### src/rtl/vga_timing_pkg.sv
// Timing constants and helpers shared by the VGA sync generator.
// Holds the 640x480@60 set and the line/frame total derivation.
package vga_timing_pkg;

  typedef enum logic {
    SYNC_ACTIVE_LOW  = 1'b0,
    SYNC_ACTIVE_HIGH = 1'b1
  } sync_pol_e;

  typedef struct packed {
    int unsigned sync;
    int unsigned bp;
    int unsigned active;
    int unsigned fp;
  } axis_timing_t;

  function automatic int axis_total(input int sync, input int bp, input int active, input int fp);
    return sync + bp + active + fp;
  endfunction

  localparam axis_timing_t VGA_640X480_60_H = '{sync: 96, bp: 48, active: 640, fp: 16};
  localparam axis_timing_t VGA_640X480_60_V = '{sync: 2, bp: 33, active: 480, fp: 10};

  localparam int DEF_CNT_W    = 10;
  localparam int DEF_H_SYNC   = int'(VGA_640X480_60_H.sync);
  localparam int DEF_H_BP     = int'(VGA_640X480_60_H.bp);
  localparam int DEF_H_ACTIVE = int'(VGA_640X480_60_H.active);
  localparam int DEF_H_FP     = int'(VGA_640X480_60_H.fp);
  localparam int DEF_V_SYNC   = int'(VGA_640X480_60_V.sync);
  localparam int DEF_V_BP     = int'(VGA_640X480_60_V.bp);
  localparam int DEF_V_ACTIVE = int'(VGA_640X480_60_V.active);
  localparam int DEF_V_FP     = int'(VGA_640X480_60_V.fp);
  localparam bit DEF_SYNC_POL = SYNC_ACTIVE_LOW;

  localparam int H_TOTAL_640X480 = axis_total(DEF_H_SYNC, DEF_H_BP, DEF_H_ACTIVE, DEF_H_FP);
  localparam int V_TOTAL_640X480 = axis_total(DEF_V_SYNC, DEF_V_BP, DEF_V_ACTIVE, DEF_V_FP);

endpackage

### src/rtl/subtrator_nbit.sv
// W-bit A + ~B + 1 subtractor; borrow is 1 exactly when A < B (unsigned).
module subtrator_nbit #(
  parameter int W = 10
) (
  input  logic [W-1:0] A,
  input  logic [W-1:0] B,
  output logic [W-1:0] diff,
  output logic         borrow
);

  logic [W:0] sum;

  assign sum    = {1'b0, A} + {1'b0, ~B} + {{W{1'b0}}, 1'b1};
  assign diff   = sum[W-1:0];
  assign borrow = ~sum[W];

endmodule

### src/rtl/vga_sync_gen.sv
// VGA h/v timing generator: pixel counters, sync, active-region decode and strobes.
// Decodes run on the next-count values so every registered output lines up with h/v_count.
module vga_sync_gen
  import vga_timing_pkg::*;
#(
  parameter int CNT_W    = DEF_CNT_W,
  parameter int H_SYNC   = DEF_H_SYNC,
  parameter int H_BP     = DEF_H_BP,
  parameter int H_ACTIVE = DEF_H_ACTIVE,
  parameter int H_FP     = DEF_H_FP,
  parameter int V_SYNC   = DEF_V_SYNC,
  parameter int V_BP     = DEF_V_BP,
  parameter int V_ACTIVE = DEF_V_ACTIVE,
  parameter int V_FP     = DEF_V_FP,
  parameter bit SYNC_POL = DEF_SYNC_POL
) (
  input  logic             clk,
  input  logic             reset,
  input  logic             pix_en,
  output logic [CNT_W-1:0] h_count,
  output logic [CNT_W-1:0] v_count,
  output logic [CNT_W-1:0] pixel_x,
  output logic [CNT_W-1:0] pixel_y,
  output logic             hsync,
  output logic             vsync,
  output logic             video_on,
  output logic             line_end,
  output logic             frame_start
);

  localparam int H_TOTAL = axis_total(H_SYNC, H_BP, H_ACTIVE, H_FP);
  localparam int V_TOTAL = axis_total(V_SYNC, V_BP, V_ACTIVE, V_FP);
  localparam int H_START = H_SYNC + H_BP;
  localparam int H_END   = H_START + H_ACTIVE;
  localparam int V_START = V_SYNC + V_BP;
  localparam int V_END   = V_START + V_ACTIVE;

  // With no front porch the upper bound equals the total and may not fit CNT_W.
  localparam bit H_HI_OPEN = (H_FP == 0);
  localparam bit V_HI_OPEN = (V_FP == 0);

  if (H_TOTAL > (1 << CNT_W)) begin : g_h_width_err
    $error("vga_sync_gen: CNT_W too narrow for H_TOTAL-1");
  end
  if (V_TOTAL > (1 << CNT_W)) begin : g_v_width_err
    $error("vga_sync_gen: CNT_W too narrow for V_TOTAL-1");
  end

  localparam int NCMP     = 6;
  localparam int CMP_HS   = 0;
  localparam int CMP_VS   = 1;
  localparam int CMP_HLO  = 2;
  localparam int CMP_HHI  = 3;
  localparam int CMP_VLO  = 4;
  localparam int CMP_VHI  = 5;
  localparam logic [NCMP-1:0] CMP_IS_V = 6'b110010;
  localparam logic [CNT_W-1:0] CMP_B [NCMP] = '{
    CNT_W'(H_SYNC), CNT_W'(V_SYNC), CNT_W'(H_START),
    CNT_W'(H_END), CNT_W'(V_START), CNT_W'(V_END)
  };

  logic [CNT_W-1:0] h_q, h_d;
  logic [CNT_W-1:0] v_q, v_d;
  logic [CNT_W-1:0] pixel_x_q, pixel_x_d;
  logic [CNT_W-1:0] pixel_y_q, pixel_y_d;
  logic             hsync_q, hsync_d;
  logic             vsync_q, vsync_d;
  logic             video_on_q, video_on_d;
  logic             line_end_q, line_end_d;
  logic             frame_start_q, frame_start_d;
  logic             h_wrap, v_wrap;

  logic [CNT_W-1:0] cmp_diff [NCMP];
  logic [NCMP-1:0]  cmp_borrow;

  always_comb begin
    h_wrap = pix_en && (h_q == CNT_W'(H_TOTAL - 1));
    v_wrap = h_wrap && (v_q == CNT_W'(V_TOTAL - 1));
    h_d    = h_q;
    v_d    = v_q;
    if (reset) begin
      h_d = '0;
      v_d = '0;
    end else if (pix_en) begin
      h_d = h_wrap ? '0 : h_q + 1'b1;
      if (h_wrap) begin
        v_d = v_wrap ? '0 : v_q + 1'b1;
      end
    end
  end

  // Lower-bound compares double as the pixel_x/pixel_y offset subtractors.
  for (genvar gi = 0; gi < NCMP; gi++) begin : g_cmp
    subtrator_nbit #(.W(CNT_W)) u_sub (
      .A      (CMP_IS_V[gi] ? v_d : h_d),
      .B      (CMP_B[gi]),
      .diff   (cmp_diff[gi]),
      .borrow (cmp_borrow[gi])
    );
  end

  logic unused_diff;
  assign unused_diff = ^{cmp_diff[CMP_HS], cmp_diff[CMP_VS], cmp_diff[CMP_HHI], cmp_diff[CMP_VHI]};

  always_comb begin
    hsync_d       = cmp_borrow[CMP_HS] ? SYNC_POL : ~SYNC_POL;
    vsync_d       = cmp_borrow[CMP_VS] ? SYNC_POL : ~SYNC_POL;
    video_on_d    = ~cmp_borrow[CMP_HLO] & (cmp_borrow[CMP_HHI] | H_HI_OPEN)
                  & ~cmp_borrow[CMP_VLO] & (cmp_borrow[CMP_VHI] | V_HI_OPEN);
    pixel_x_d     = video_on_d ? cmp_diff[CMP_HLO] : '0;
    pixel_y_d     = video_on_d ? cmp_diff[CMP_VLO] : '0;
    line_end_d    = ~reset & h_wrap;
    frame_start_d = ~reset & v_wrap;
  end

  always_ff @(posedge clk) begin
    if (reset) begin
      h_q           <= '0;
      v_q           <= '0;
      pixel_x_q     <= '0;
      pixel_y_q     <= '0;
      hsync_q       <= SYNC_POL;
      vsync_q       <= SYNC_POL;
      video_on_q    <= 1'b0;
      line_end_q    <= 1'b0;
      frame_start_q <= 1'b0;
    end else begin
      h_q           <= h_d;
      v_q           <= v_d;
      pixel_x_q     <= pixel_x_d;
      pixel_y_q     <= pixel_y_d;
      hsync_q       <= hsync_d;
      vsync_q       <= vsync_d;
      video_on_q    <= video_on_d;
      line_end_q    <= line_end_d;
      frame_start_q <= frame_start_d;
    end
  end

  assign h_count     = h_q;
  assign v_count     = v_q;
  assign pixel_x     = pixel_x_q;
  assign pixel_y     = pixel_y_q;
  assign hsync       = hsync_q;
  assign vsync       = vsync_q;
  assign video_on    = video_on_q;
  assign line_end    = line_end_q;
  assign frame_start = frame_start_q;

endmodule

### config.mk
export PLATFORM = sky130hd
export DESIGN_NAME = vga_sync_gen
export DESIGN_NICKNAME = d
export VERILOG_FILES = /design/src/rtl/vga_timing_pkg.sv /design/src/rtl/subtrator_nbit.sv /design/src/rtl/vga_sync_gen.sv
export SDC_FILE = /design/constraint.sdc
export NUM_CORES = 1
export LEC_CHECK = 0
export BUFFER_PORTS_ARGS = -buffer_cell sky130_fd_sc_hd__buf_2
export CAP_MARGIN = 20
export CORE_MARGIN = 3
export CORE_UTILIZATION = 34
export CTS_BUF_LIST = sky130_fd_sc_hd__clkbuf_8
export DETAILED_ROUTE_END_ITERATION = 12
export GPL_TIMING_DRIVEN = 0
export MAX_ROUTING_LAYER = met4
export SYNTH_ARGS = -nofsm -noshare
export SYNTH_HDL_FRONTEND = slang
export SYNTH_SLANG_ARGS = --single-unit
export TNS_END_PERCENT = 10
### constraint.sdc
create_clock -name clk -period 3.6 [get_ports clk]
set_input_delay 0.72 -clock clk [delete_from_list [all_inputs] [get_ports clk]]
set_output_delay 0.72 -clock clk [all_outputs]
set_load 0.03 [all_outputs]
==> flow_summary_export.csv <==
group,metric,value,unit
power,power_density,349,mW/mm^2
sta,slew_violations,0,
setup_path,critPathKind,"in2reg",
die,die_h,87.1,um
cells_and_area,stdcell_count,379,
placement,dp_hpwl,4200,um
min_path,min_path_type,"reg2reg",
detailed_routing,vias,2032,
die,die-area,0.00759,mm^2
die,coreArea,0.00613,mm^2
synthesis,synth_flop_cell,"dfxtp_1",
setup_path,startpoint_type,"primary input",
cells_and_area,syn_to_final_growth,20.8,%
setup_path,path_max_fanout,10,
sta,fin_setup_tns,0,ns
detailed_routing,drtIter0Drc,82,
sta,rsz0062_at_grt,"no",
die,rows,28,
clock_network,clock-sinks,45,
detailed_routing,totalWireLength,5450,um
setup_path,crit_path_cell_trace,"buf_2 > buf_2 > and4_1 > nand4_1 > clkbuf_2 > a22oi_1 > nor2_1 > ha_1 > o21ba_2 > o2bb2ai_1 > mux2i_1 > buf_2 > nor3_1",
synthesis,synth_cells,247,
synthesis,syn_avg_cell_area,9.06,um^2
clock_network,insertion_delay,0.31,ns
clock_network,clk_path_buf_depth,2,
setup_path,cp-end-kind,"flop",
detailed_routing,wl_per_cell,14.4,um
placement,io_buffers,47,
synthesis,ys_seq_area_share,40.3,%
cells_and_area,diodes,0,
cells_and_area,fin_nets,311,
detailed_routing,drtAntennaViolNets,0,
clock_network,cts_buffers,5,
sta,worst_pin_slew,0.641,ns
sta,clock-skew-final,0.00988,ns
global_route,grt_overflow_total,0,
global_route,grt_pass1_wl,8900,um
die,fp.dieW,87.1,um
cells_and_area,fillers,613,
placement,placedCellCount,369,
global_route,antenna_found_initial,0,
clock_network,ctsHoldBuffers,0,
cells_and_area,final_cell_mix,"buf_2, dfxtp_1, nor2_1",
setup_path,max_stage_delay,0.31,ns
placement,gp_congestion,0.842,
setup_path,cp_common_cell,"buf_2",
clock_network,root_buffer,"clkbuf_8",
power,p_leak,1.15,nW
sta,maxSlewHeadroom,56.9,%
clock_network,clk_pin_slew,0.09,ns
sta,period_needed,3.29,ns
synthesis,ys_seq_elements,45,
clock_network,cts_tree,"yes",
cells_and_area,final_common_cell,"buf_2",
cells_and_area,drive_above_1_share,26.6,%
die,start_util,36.5,%
synthesis,syn_area,0.00224,mm^2
synthesis,syn-num-nets,255,
synthesis,synth_top_area_cell,"dfxtp_1",
detailed_routing,post_drt_via_cell_ratio,5.36,
synthesis,synth_cell_types,57,
sta,fmax,304,MHz
global_route,grt_max_degree,15,
cells_and_area,ff_latch_area,901,um^2
global_route,grt_pass1_vias,1869,
sta,period_share,91.5,%
detailed_routing,dr.pass1.iters,4,
setup_path,cp_slowest_cell,"a22oi_1",
setup_path,arrival,3.47,ns
synthesis,yosysWarningCount,0,
synthesis,synth_top_area_share,40.3,%
sta,hold_violations,0,
global_route,track_usage,15.5,%
detailed_routing,route.detailed.drc,0,
setup_path,required,3.78,ns
die,pin_count,48,
sta,final-setup-viol-count,0,
power,vdd_drop_max,0.222,mV
setup_path,reg2reg_slack,0.35,ns
synthesis,ys_top_cells_by_area,"dfxtp_1, nor2_1, nor3_1",
clock_network,htreeDepth,2,
run,cap_violations,0,
synthesis,async_flop_share,0,%
synthesis,synth-edff-count,0,
cells_and_area,multi_input_area,0.00122,mm^2
outcome,status,"finished clean",
==> logic make-up (layout without fill, tap and decap cells) <==
family | Yosys count | count (layout) | share of synthesized area [%]
buffers and inverters | 27 | 84 | 5.26
flip-flops | 45 | 45 | 40.3
AND/OR/NAND/NOR | 107 | 107 | 28.5
multiplexers | 2 | 2 | 0.895
XOR/XNOR | 18 | 18 | 7.05
adder cells (fa/ha/maj) | 5 | 5 | 2.80
AO/OA/AOI/OAI | 43 | 43 | 15.3
==> where the power goes <==
part	total [mW]	internal, mW	switching (mW)	leakage [nW]
Combinational	0.0285	0.00937	0.0191	0.734
Sequential	0.503	0.499	0.00339	0.363
Clock	0.411	0.226	0.185	0.0574
Total	0.942	0.734	0.208	1.15
==> registers in the layout (all words and copies together) (netlist names) <==
| register | flops |
|---|---|
| frame_start | 1 |
| h_count | 10 |
| hsync | 1 |
| line_end | 1 |
| pixel_x | 10 |
| pixel_y | 10 |
| v_count | 10 |
| video_on | 1 |
| vsync | 1 |
==> metal layers <==
metal | global-route usage (%) | share of wire, % | wire length, um | vias to the layer above
met5 | - | 0 | 0 | -
met3 | 4.16 | 5.6 | 305 | 8
met2 | 24.9 | 46 | 2490 | 53
met1 | 19.3 | 47 | 2590 | 966
met4 | 4.18 | 1.1 | 62 | 0
li1 | - | - | - | 1005
==> area by class of cell <==
cell class | count | share of cell area, %
flip-flops and latches | 45 | 33.3
plain buffers | 11 | 2.18
multi-input cells | 175 | 45.1
inverters | 16 | 2.22
clock inverters | 2 | 1.39
repair buffers | 49 | 9.26
clock buffers | 6 | 3.06
well taps | 75 | 3.47
==> worst paths after layout <==
| path | start | endpoint | depth (start not counted) |
|---|---|---|---|
| min | v_count[9]$_SDFF_PP0_ | frame_start$_SDFF_PP0_ | 2 |
| max | pix_en | pixel_y[6]$_SDFF_PP0_ | 13 |
| max reg2reg | h_count[0]$_SDFF_PP0_ | pixel_y[6]$_SDFF_PP0_ | 13 |
| min reg2reg | v_count[9]$_SDFF_PP0_ | frame_start$_SDFF_PP0_ | 2 |
==> per-stage QoR <==
| step | power [mW] | utilization [%] | hold WS [ns] | worst slack (ns) | area (um^2) |
|---|---|---|---|---|---|
| global route | 0.972 | 44.1 | 0.547 | 0.0281 | 2700 |
| detailed placement | 0.541 | 41.9 | 0.518 | -0.0773 | 2570 |
| global placement | 0.541 | 41.9 | 0.501 | -0.0526 | 2570 |
| floorplan | 0.532 | - | 0.614 | 0.458 | 2240 |
| finish | 0.942 | 44.1 | 0.521 | 0.307 | 2700 |
| CTS | 0.947 | 43.8 | 0.529 | 0.128 | 2690 |
==> what timing repair did <==
item,4_1_cts,5_1_grt
gates resized for setup,0,2
setup buffers,0,2
endpoints found under the setup margin,0,15
==> synthesized netlist by cell type, types with 2 or more instances <==
cell and n:
and4_1 2, a21oi_1 7, xnor2_1 9, nor4_4 2
nor4_2 3, a31oi_1 3, nor2_1 27, nand4_1 9
o21ai_0 7, nor3_1 17, buf_2 4, o31ai_1 3
dfxtp_1 45, nand2_1 12, and2_1 5, nor4_1 3
a211oi_2 2, a211o_1 2, and3_1 3, or3_1 5
mux2i_1 2, nand3_1 2, ha_1 5, a21oi_2 2
xor2_1 9, or4_1 4, clkbuf_1 5, inv_2 2
or2_1 2, inv_1 14, nor4b_1 3, a21o_1 2
==> worst max-delay path: cells and delay by family <==
kind | cells | cell delay (ns)
simple gates | 4 | 0.64
compound gates | 3 | 0.69
mux | 1 | 0.31
buf+inv | 4 | 0.85
fa+ha+maj | 1 | 0.27
(Power assumes the default switching activity.)
